File: src/rtl/slurm16_memcpy_soc.sv
// slurm16_memcpy_soc: reduced SLURM16 SoC top with the full-chip pin-out.
// A hardwired sequencer fills a source buffer in on-chip RAM, copies it
// word-by-word to a destination buffer and flags completion on GPIO/LED/debug.
// Optional build macro: SLURM16_UART_SIGNON_EN sends 'K' on UART at each DONE entry.
module slurm16_memcpy_soc #(
  parameter int CLOCK_FREQ = 10000000,
  parameter int BAUD       = 115200,
  parameter int WORDS      = 16
) (
  input  logic       CLK,
  input  logic       RST,
  output logic [3:0] gpio_out,
  input  logic [5:0] gpio_in,
  output logic [3:0] vid_r,
  output logic [3:0] vid_g,
  output logic [3:0] vid_b,
  output logic       vid_hsync,
  output logic       vid_vsync,
  output logic       vid_blank,
  output logic       uart_tx,
  output logic       led_r,
  output logic       led_g,
  output logic       led_b,
  output logic       i2s_sclk,
  output logic       i2s_lrclk,
  output logic       i2s_data,
  output logic       i2s_mclk,
  output logic       flash_mosi,
  input  logic       flash_miso,
  output logic       flash_sclk,
  output logic       flash_csb,
  output logic       cpu_debug_pin
);

  typedef enum logic [1:0] {S_FILL, S_READ, S_WRITE, S_DONE} state_t;

  localparam logic [6:0] LAST_IDX = 7'(WORDS - 1);
  localparam int         BIT_DIV  = CLOCK_FREQ / BAUD;

  state_t      state_q, state_d;
  logic [15:0] regfile_q [16];
  logic [15:0] ram_q [128];
  logic [15:0] rdata_q;
  logic [6:0]  fill_q;
  logic        run_q;
  logic [8:0]  i2s_cnt_q;
  logic        ram_we;
  logic [6:0]  ram_addr;
  logic [15:0] ram_wdata;
  logic        restart;
  logic        unused_ok;

  // Restart from DONE re-initialises the sequencer but keeps RAM contents.
  assign restart = (state_q == S_DONE) && gpio_in[0];

  // State register
  always_ff @(posedge CLK) begin
    if (RST) state_q <= S_FILL;
    else     state_q <= state_d;
  end

  // Next-state logic: fill, then alternate read/write until the count hits zero
  always_comb begin
    state_d = state_q;
    case (state_q)
      S_FILL:  if (fill_q == LAST_IDX) state_d = S_READ;
      S_READ:  state_d = S_WRITE;
      S_WRITE: state_d = (regfile_q[3] == 16'd1) ? S_DONE : S_READ;
      S_DONE:  if (gpio_in[0]) state_d = S_FILL;
      default: state_d = S_FILL;
    endcase
  end

  // Status outputs decoded from the current state
  always_comb begin
    gpio_out      = regfile_q[3][3:0];
    led_r         = 1'b1;
    led_g         = 1'b0;
    led_b         = run_q;
    cpu_debug_pin = 1'b0;
    if (state_q == S_DONE) begin
      gpio_out      = 4'hF;
      led_r         = 1'b0;
      led_g         = 1'b1;
      led_b         = 1'b0;
      cpu_debug_pin = 1'b1;
    end
  end

  // Single RAM port steering: fill pattern writes, copy reads at r1, writes at r2
  always_comb begin
    ram_we    = 1'b0;
    ram_addr  = regfile_q[1][6:0];
    ram_wdata = rdata_q;
    case (state_q)
      S_FILL: begin
        ram_we    = 1'b1;
        ram_addr  = 7'd64 + fill_q;
        ram_wdata = 16'hA500 | {9'd0, fill_q};
      end
      S_WRITE: begin
        ram_we   = 1'b1;
        ram_addr = regfile_q[2][6:0];
      end
      default: ;
    endcase
  end

  // Synchronous RAM; writes suppressed during reset so contents survive it
  always_ff @(posedge CLK) begin
    if (ram_we && !RST) ram_q[ram_addr] <= ram_wdata;
    rdata_q <= ram_q[ram_addr];
  end

  // Register file and fill index: pointers advance together, wrapping mod 128
  always_ff @(posedge CLK) begin
    if (RST || restart) begin
      for (int k = 0; k < 16; k++) regfile_q[k] <= 16'd0;
      fill_q <= 7'd0;
    end else begin
      case (state_q)
        S_FILL: begin
          if (fill_q == LAST_IDX) begin
            fill_q       <= 7'd0;
            regfile_q[1] <= 16'd64;
            regfile_q[2] <= 16'd0;
            regfile_q[3] <= 16'(WORDS);
          end else begin
            fill_q <= fill_q + 7'd1;
          end
        end
        S_WRITE: begin
          regfile_q[4] <= rdata_q;
          regfile_q[1] <= {9'd0, regfile_q[1][6:0] + 7'd1};
          regfile_q[2] <= {9'd0, regfile_q[2][6:0] + 7'd1};
          regfile_q[3] <= regfile_q[3] - 16'd1;
        end
        default: ;
      endcase
    end
  end

  // Free-running I2S divider and run flag (keeps led_b low while in reset)
  always_ff @(posedge CLK) begin
    if (RST) begin
      i2s_cnt_q <= 9'd0;
      run_q     <= 1'b0;
    end else begin
      i2s_cnt_q <= i2s_cnt_q + 9'd1;
      run_q     <= 1'b1;
    end
  end

  assign i2s_mclk   = i2s_cnt_q[0];
  assign i2s_sclk   = i2s_cnt_q[2];
  assign i2s_lrclk  = i2s_cnt_q[8];
  assign i2s_data   = 1'b0;
  assign vid_r      = 4'd0;
  assign vid_g      = 4'd0;
  assign vid_b      = 4'd0;
  assign vid_hsync  = 1'b1;
  assign vid_vsync  = 1'b1;
  assign vid_blank  = 1'b1;
  assign flash_csb  = 1'b1;
  assign flash_sclk = 1'b0;
  assign flash_mosi = 1'b0;

`ifdef SLURM16_UART_SIGNON_EN
  logic        uart_busy_q;
  logic [9:0]  uart_sh_q;
  logic [15:0] uart_div_q;
  logic [3:0]  uart_bit_q;
  logic        done_entry;

  assign done_entry = (state_q != S_DONE) && (state_d == S_DONE);

  // 8N1 sign-on transmitter; a frame in flight is never restarted
  always_ff @(posedge CLK) begin
    if (RST) begin
      uart_busy_q <= 1'b0;
      uart_sh_q   <= 10'h3FF;
      uart_div_q  <= 16'd0;
      uart_bit_q  <= 4'd0;
    end else if (!uart_busy_q) begin
      if (done_entry) begin
        uart_busy_q <= 1'b1;
        uart_sh_q   <= {1'b1, 8'h4B, 1'b0};
        uart_div_q  <= 16'd0;
        uart_bit_q  <= 4'd0;
      end
    end else if (uart_div_q == 16'(BIT_DIV - 1)) begin
      uart_div_q <= 16'd0;
      uart_sh_q  <= {1'b1, uart_sh_q[9:1]};
      if (uart_bit_q == 4'd9) uart_busy_q <= 1'b0;
      else                    uart_bit_q  <= uart_bit_q + 4'd1;
    end else begin
      uart_div_q <= uart_div_q + 16'd1;
    end
  end

  assign uart_tx   = uart_busy_q ? uart_sh_q[0] : 1'b1;
  assign unused_ok = &{1'b0, flash_miso, gpio_in[5:1]};
`else
  assign uart_tx   = 1'b1;
  assign unused_ok = &{1'b0, flash_miso, gpio_in[5:1], BIT_DIV[0]};
`endif

endmodule

File: config.mk
export PLATFORM = sky130hd
export DESIGN_NAME = slurm16_memcpy_soc
export DESIGN_NICKNAME = d
export VERILOG_FILES = /design/src/rtl/slurm16_memcpy_soc.sv
export SDC_FILE = /design/constraint.sdc
export NUM_CORES = 1
export LEC_CHECK = 0
export CAP_MARGIN = 20
export CORE_MARGIN = 5
export CORE_UTILIZATION = 45
export DETAILED_ROUTE_END_ITERATION = 8
export PLACE_DENSITY = 0.78
export REMOVE_ABC_BUFFERS = 1
export SYNTH_ARGS = -nofsm -noshare
export SYNTH_HDL_FRONTEND = slang
export SYNTH_SLANG_ARGS = --single-unit
File: constraint.sdc
create_clock -name CLK -period 5.57 [get_ports CLK]
set_input_delay 1.114 -clock CLK [delete_from_list [all_inputs] [get_ports CLK]]
set_output_delay 1.114 -clock CLK [all_outputs]
set_load 0.02 [all_outputs]
After elaboration in Yosys (flattened, before gate mapping)
Memory sizes are Yosys's and may differ from the RTL's. A register that Yosys moved wholly into a read port is not among the register bits.
Index checks and enable logic that the tools add are counted.

operators by class
  add/subtract/negate cells = 6
  multipliers = 0
  divide/modulo/power cells = 0
  $lt $le $gt $ge = 0
  equal/unequal tests = 7
  shifts and indexed selects = 0
  multiplexer cells = 31
  bitwise logic cells = 7
  reduce and logical (&&, ||, !) cells = 7

operators by type and width
  kind                                                  number
  2-to-1 mux 16 bit                                     8
  adder 7 x 1 -> 7 bit, second input constant           3
  equality test 16 x 1 -> 1 bit, second input constant  1
  2-to-1 mux 1 bit                                      16
  subtractor 16 x 1 -> 16 bit, second input constant    1
  case mux 7 bit (2 select lines)                       1
  adder 9 x 1 -> 9 bit, second input constant           1
  case mux 2 bit (4 select lines)                       1
  adder 7 bit, first input constant                     1
  equality test 7 x 4 -> 1 bit, second input constant   1
  2-to-1 mux 7 bit                                      1
  bitwise OR 1 bit                                      7
  2-to-1 mux 2 bit                                      3
  equality test 2 bit, second input constant            2
  2-to-1 mux 4 bit                                      1
  inequality test 2 bit, second input constant          2
  equality test 2 x 1 -> 1 bit, second input constant   1
  logical AND 1 bit                                     2
  logical NOT 2 bit                                     1
  AND reduction 2 bit                                   1
  OR reduction 2 bit                                    1
  logical NOT 1 bit                                     1
  logical OR 1 bit                                      1

storage, ports and cells
  bits in registers = 19
  latch bits = 0
  memory bits (writable) = 2,304
  memory bits (read-only) = 0
  bits of input ports = 9
  output and inout bits = 31
  word-level logic and storage cells = 64
  memories = 2

memories
  memory     words  width  read ports  clocked after Yosys merged registers in  write ports  line  source
  ram_q      128    16     1           1                                        1            42    logic [15:0] ram_q [128];
  regfile_q  16     16     3           0                                        16           41    logic [15:0] regfile_q [16];

Logic depth before layout (Yosys ltp)
  depth after elaboration = 7
  depth in mapped cells = 6
  depth with buffers taken out = 6

Least setup slack after synthesis
No wires, ideal clock.

  kind = flip-flop to flip-flop
  from = register fill_q[0]
  to = memory regfile_q[3][0], enable pin
  setup time = 411 ps
  arrival = 2,232 ps
  required time = 5,159 ps
  setup slack = 2,927 ps
  cell stages (with the launch flop) = 6
  buffers on the path = 0
  clock period less this slack = 2,643 ps
  cell sequence = dfxtp_1 ha_1 nor4b_1 and3_1 nor2_1 o21ai_0

RTL lines
  item                    line  source
  start, declared         44    logic [6:0] fill_q;
  start signal, assigned  129   fill_q <= fill_q + 7'd1;
  end, declared           41

Worst setup path after layout
  from = register state_q[1]
  to = output port cpu_debug_pin

between the ends
  cells in the longest elaborated chain, start to end = 2

RTL lines
  item                    line  source
  start, declared         40    state_t state_q, state_d;
  start signal, assigned  59    else state_q <= state_d;
  equality test 2 bit     81    if (state_q == S_DONE) begin
  2-to-1 mux 1 bit        81
  end, declared           32    output logic cpu_debug_pin

Every way passes these cells.

==> flow_summary.toml <==
[status]
outcome = "completed"

[setup_path]
worst_r2r_endpoint = "regfile_q[3][14]"
timing.reg2reg.worst_path_depth = 6
critical_path.reg2reg.startpoint = "regfile_q[3][0]"
cpLargestDelayFamily = "buffers and inverters"
critical-path-slowest-cell = "sky130_fd_sc_hd__clkdlybuf4s50_1"
ff2ff_setup_slack_ps = 3460
critical_path_cell_count = 3
critPathLaunchType = "flop"
setup.worst_path.end_class = "primary output"
crit_arrival_ps = 1880
crit_path_cell_trace = "nand2_1 -> inv_1 -> clkdlybuf4s50_1"
critPathMaxFanout = 12
timing.critical_path.buf_inv = 2
type_of_the_worst_setup_path = "flop to primary output"
crit_path_max_incr_delay_ps = 630
cp_data_required_time_ps = 4460

[worst_hold_path]
hold_path_end = "i2s_cnt_q[0]"
hold_class = "flop to flop"
min_from = "i2s_cnt_q[0]"
hold_path_depth = 1

[timing]
report.final.hold_viol_count = 0
fmax_ghz = 0.334
finalSetupViolCount = 0
setup_tns_ps = 0
fin_worst_skew_ps = 3.90
grt_setup_unrepaired = "no"
final_count_of_pins_violating_max_slew = 0
final_min_period_over_clock_period = 0.538
timing.final.ws_setup_ps = 2570
timing.max_slew.rel_slack = 0.656
final_period_minus_worst_setup_slack_ps = 3000
tightest_slew_ps = 515

[grt]
global_route_wire_length_before_repair_um = 5330
groute.usage.overall = 0.123
grt_pass1_vias = 1225
grt_overflow_total = 0
initial_antenna_violation_count = 0
pin_count_of_the_biggest_net_entering_global_routing = 17

[route]
route.final.wire_length_um = 3320
number_of_detailed_routing_iterations_run_before_antenna_repair = 4
antenna_violating_nets_post_route = 0
avgRoutedWirePerCell_um = 12.4
detailedRoute.firstIterationViolations = 81
vias_per_cell = 5.04
dr_total_vias = 1345
drc_errors = 0

[floorplanning]
rows = 23
die_height_um = 75.1
start_util = 0.470
design.portCount = 40
design.die.area_um2 = 5640
dieWidth_um = 75.1
core_um2 = 4060

[finish]
drive_gt1_frac = 0.0737
multi_input_comb_area_um2 = 923
layoutNonFillerInstCount = 267
filler_cell_count = 361
regArea_um2 = 861
antenna_cells_inserted = 0
fin_nets = 229
area_delta_synth_final_pct = 10.9

[logic_synthesis]
synth-warning-count = 0
synth-edff-count = 16
synth_cell_type_count = 39
synth-main-ff-cell = "sky130_fd_sc_hd__dfxtp_1"
yosysSeqAreaShare = 0.451
synthesis.area_per_instance_um2 = 9.45
synth_cells = 202
asyncSetResetFlopFracSynth = 0
synth_seq_cells = 35
syn_area_um2 = 1910

[placement]
pre_cts_ws_ps = 2640
finalWeightedCongestion = 0.755
numPlacedInstances = 259
numPortBuffers = 13
dp_hpwl_um = 2320

[cts]
clk_path_buf_depth = 2
clock_insertion_delay_worst_skew_ps = 280
post-cts-setup-buffers = 0
reg_clk_slew_reported_paths_ps = 70
clock_tree_from_tritoncts = "done"
number_of_buffers_inserted_during_clock_tree_synthesis = 5
htreeDepth = 2
cts_root_buffer = "sky130_fd_sc_hd__clkbuf_8"
cts_resized = 0
holdBufCountCts = 0
cts.sink_count = 35

[power]
leakagePower_nw = 0.811
vdd_drop_max_mv = 0.164
powerDensity_nw_per_um2 = 261

[job]
max-cap-violations = 0
## state kept, by name, summed over array words and instances, names as in the netlist
name and cells:
fill_q 7, i2s_cnt_q 9, regfile_q 16, run_q 1, state_q 2
## where the power goes
group / internal (mW) / total [mW] / switching [mW]
logic: 0.0160 / 0.0479 / 0.0319
registers: 0.276 / 0.285 / 0.00912
clock network: 0.127 / 0.219 / 0.0920
total: 0.419 / 0.552 / 0.133
## how the worst max path moves through the flow
stage	from	to
final	state_q[1]	cpu_debug_pin
after global routing	state_q[1]	cpu_debug_pin
after CTS	state_q[1]	cpu_debug_pin
after detailed placement	RST	regfile_q[3][15]
after global placement	RST	regfile_q[3][15]
after floorplan	fill_q[0]	regfile_q[3][0]
## stage by stage
stage / hold WS, ps / area [um2] / util / total power [mW]
floorplan: 448 / 1800 / - / 0.324
global route: 513 / 2120 / 0.521 / 0.573
detailed placement: 467 / 2000 / 0.494 / 0.339
CTS: 489 / 2120 / 0.521 / 0.557
finish: 478 / 2120 / 0.521 / 0.552
global placement: 444 / 2000 / 0.494 / 0.338
## synthesized netlist by cell type, types with 2 or more instances
cell                        n  area (um2)
sky130_fd_sc_hd__or4_1      3        22.5
sky130_fd_sc_hd__inv_1      5        18.8
sky130_fd_sc_hd__edfxtp_1  16         480
sky130_fd_sc_hd__xor2_1    11        96.3
sky130_fd_sc_hd__or3_1      4        25.0
sky130_fd_sc_hd__ha_1       4        50.1
sky130_fd_sc_hd__xnor2_1    6        52.6
sky130_fd_sc_hd__conb_1     2        7.51
sky130_fd_sc_hd__and3_1     4        25.0
sky130_fd_sc_hd__buf_4     21         158
sky130_fd_sc_hd__nor2_1    28         105
sky130_fd_sc_hd__nor4_2     2        25.0
sky130_fd_sc_hd__clkbuf_1   4        15.0
sky130_fd_sc_hd__and2_1     4        25.0
sky130_fd_sc_hd__nand2_1   15        56.3
sky130_fd_sc_hd__nand3_1   10        50.1
sky130_fd_sc_hd__nor4_4     2        42.5
sky130_fd_sc_hd__nand4_1    5        31.3
sky130_fd_sc_hd__nor3_1     3        15.0
sky130_fd_sc_hd__o21ai_0    7        35.0
sky130_fd_sc_hd__nand2b_1   2        12.5
sky130_fd_sc_hd__dfxtp_1   19         380
sky130_fd_sc_hd__a21oi_1    9        45.0
## cells in the final DEF, fill, tap and decap left out, types with 2 or more instances in the layout
master                            instances
sky130_fd_sc_hd__clkbuf_8                 6
sky130_fd_sc_hd__nand2_1                 15
sky130_fd_sc_hd__conb_1                  20
sky130_fd_sc_hd__edfxtp_1                16
sky130_fd_sc_hd__o21ai_0                  6
sky130_fd_sc_hd__or4_1                    3
sky130_fd_sc_hd__nand2b_1                 2
sky130_fd_sc_hd__xor2_1                  11
sky130_fd_sc_hd__or3_1                    4
sky130_fd_sc_hd__o21ai_1                  2
sky130_fd_sc_hd__nor4_4                   2
sky130_fd_sc_hd__xnor2_1                  6
sky130_fd_sc_hd__nand3_1                 10
sky130_fd_sc_hd__nand4_1                  5
sky130_fd_sc_hd__nor2_1                  28
sky130_fd_sc_hd__inv_1                    5
sky130_fd_sc_hd__and2_1                   4
sky130_fd_sc_hd__nor4_2                   2
sky130_fd_sc_hd__and3_1                   4
sky130_fd_sc_hd__dfxtp_1                 19
sky130_fd_sc_hd__clkdlybuf4s50_1         13
sky130_fd_sc_hd__a21oi_1                  9
sky130_fd_sc_hd__nor3_1                   3
sky130_fd_sc_hd__ha_1                     4
## per-layer routing
| metal | routed length [um] | track usage | vias to the layer above |
|---|---|---|---|
| li1 | - | - | 692 |
| met1 | 1610 | 0.163 | 621 |
| met3 | 173 | 0.0360 | 5 |
| met2 | 1500 | 0.193 | 27 |
| met5 | 0 | 0 | - |
| met4 | 34 | 0.0415 | 0 |
## area by class of cell
type / count / area share
Tap cell: 50 / 0.0296
Timing Repair Buffer: 14 / 0.0651
Clock buffer: 7 / 0.0509
Clock inverter: 1 / 0.00237
Inverter: 5 / 0.00887
Sequential cell: 35 / 0.407
Multi-Input combinational cell: 155 / 0.436
## logic make-up after synthesis
logic type,synth area share
AOI/OAI and AO/OA,0.0754
xor gates and xnor gates,0.0780
adders and majority gates,0.0262
buffers and inverters,0.100
DFF,0.451
other,0.00394
and+or+nand+nor,0.265
Note: power is estimated with default switching activity, not from simulation.
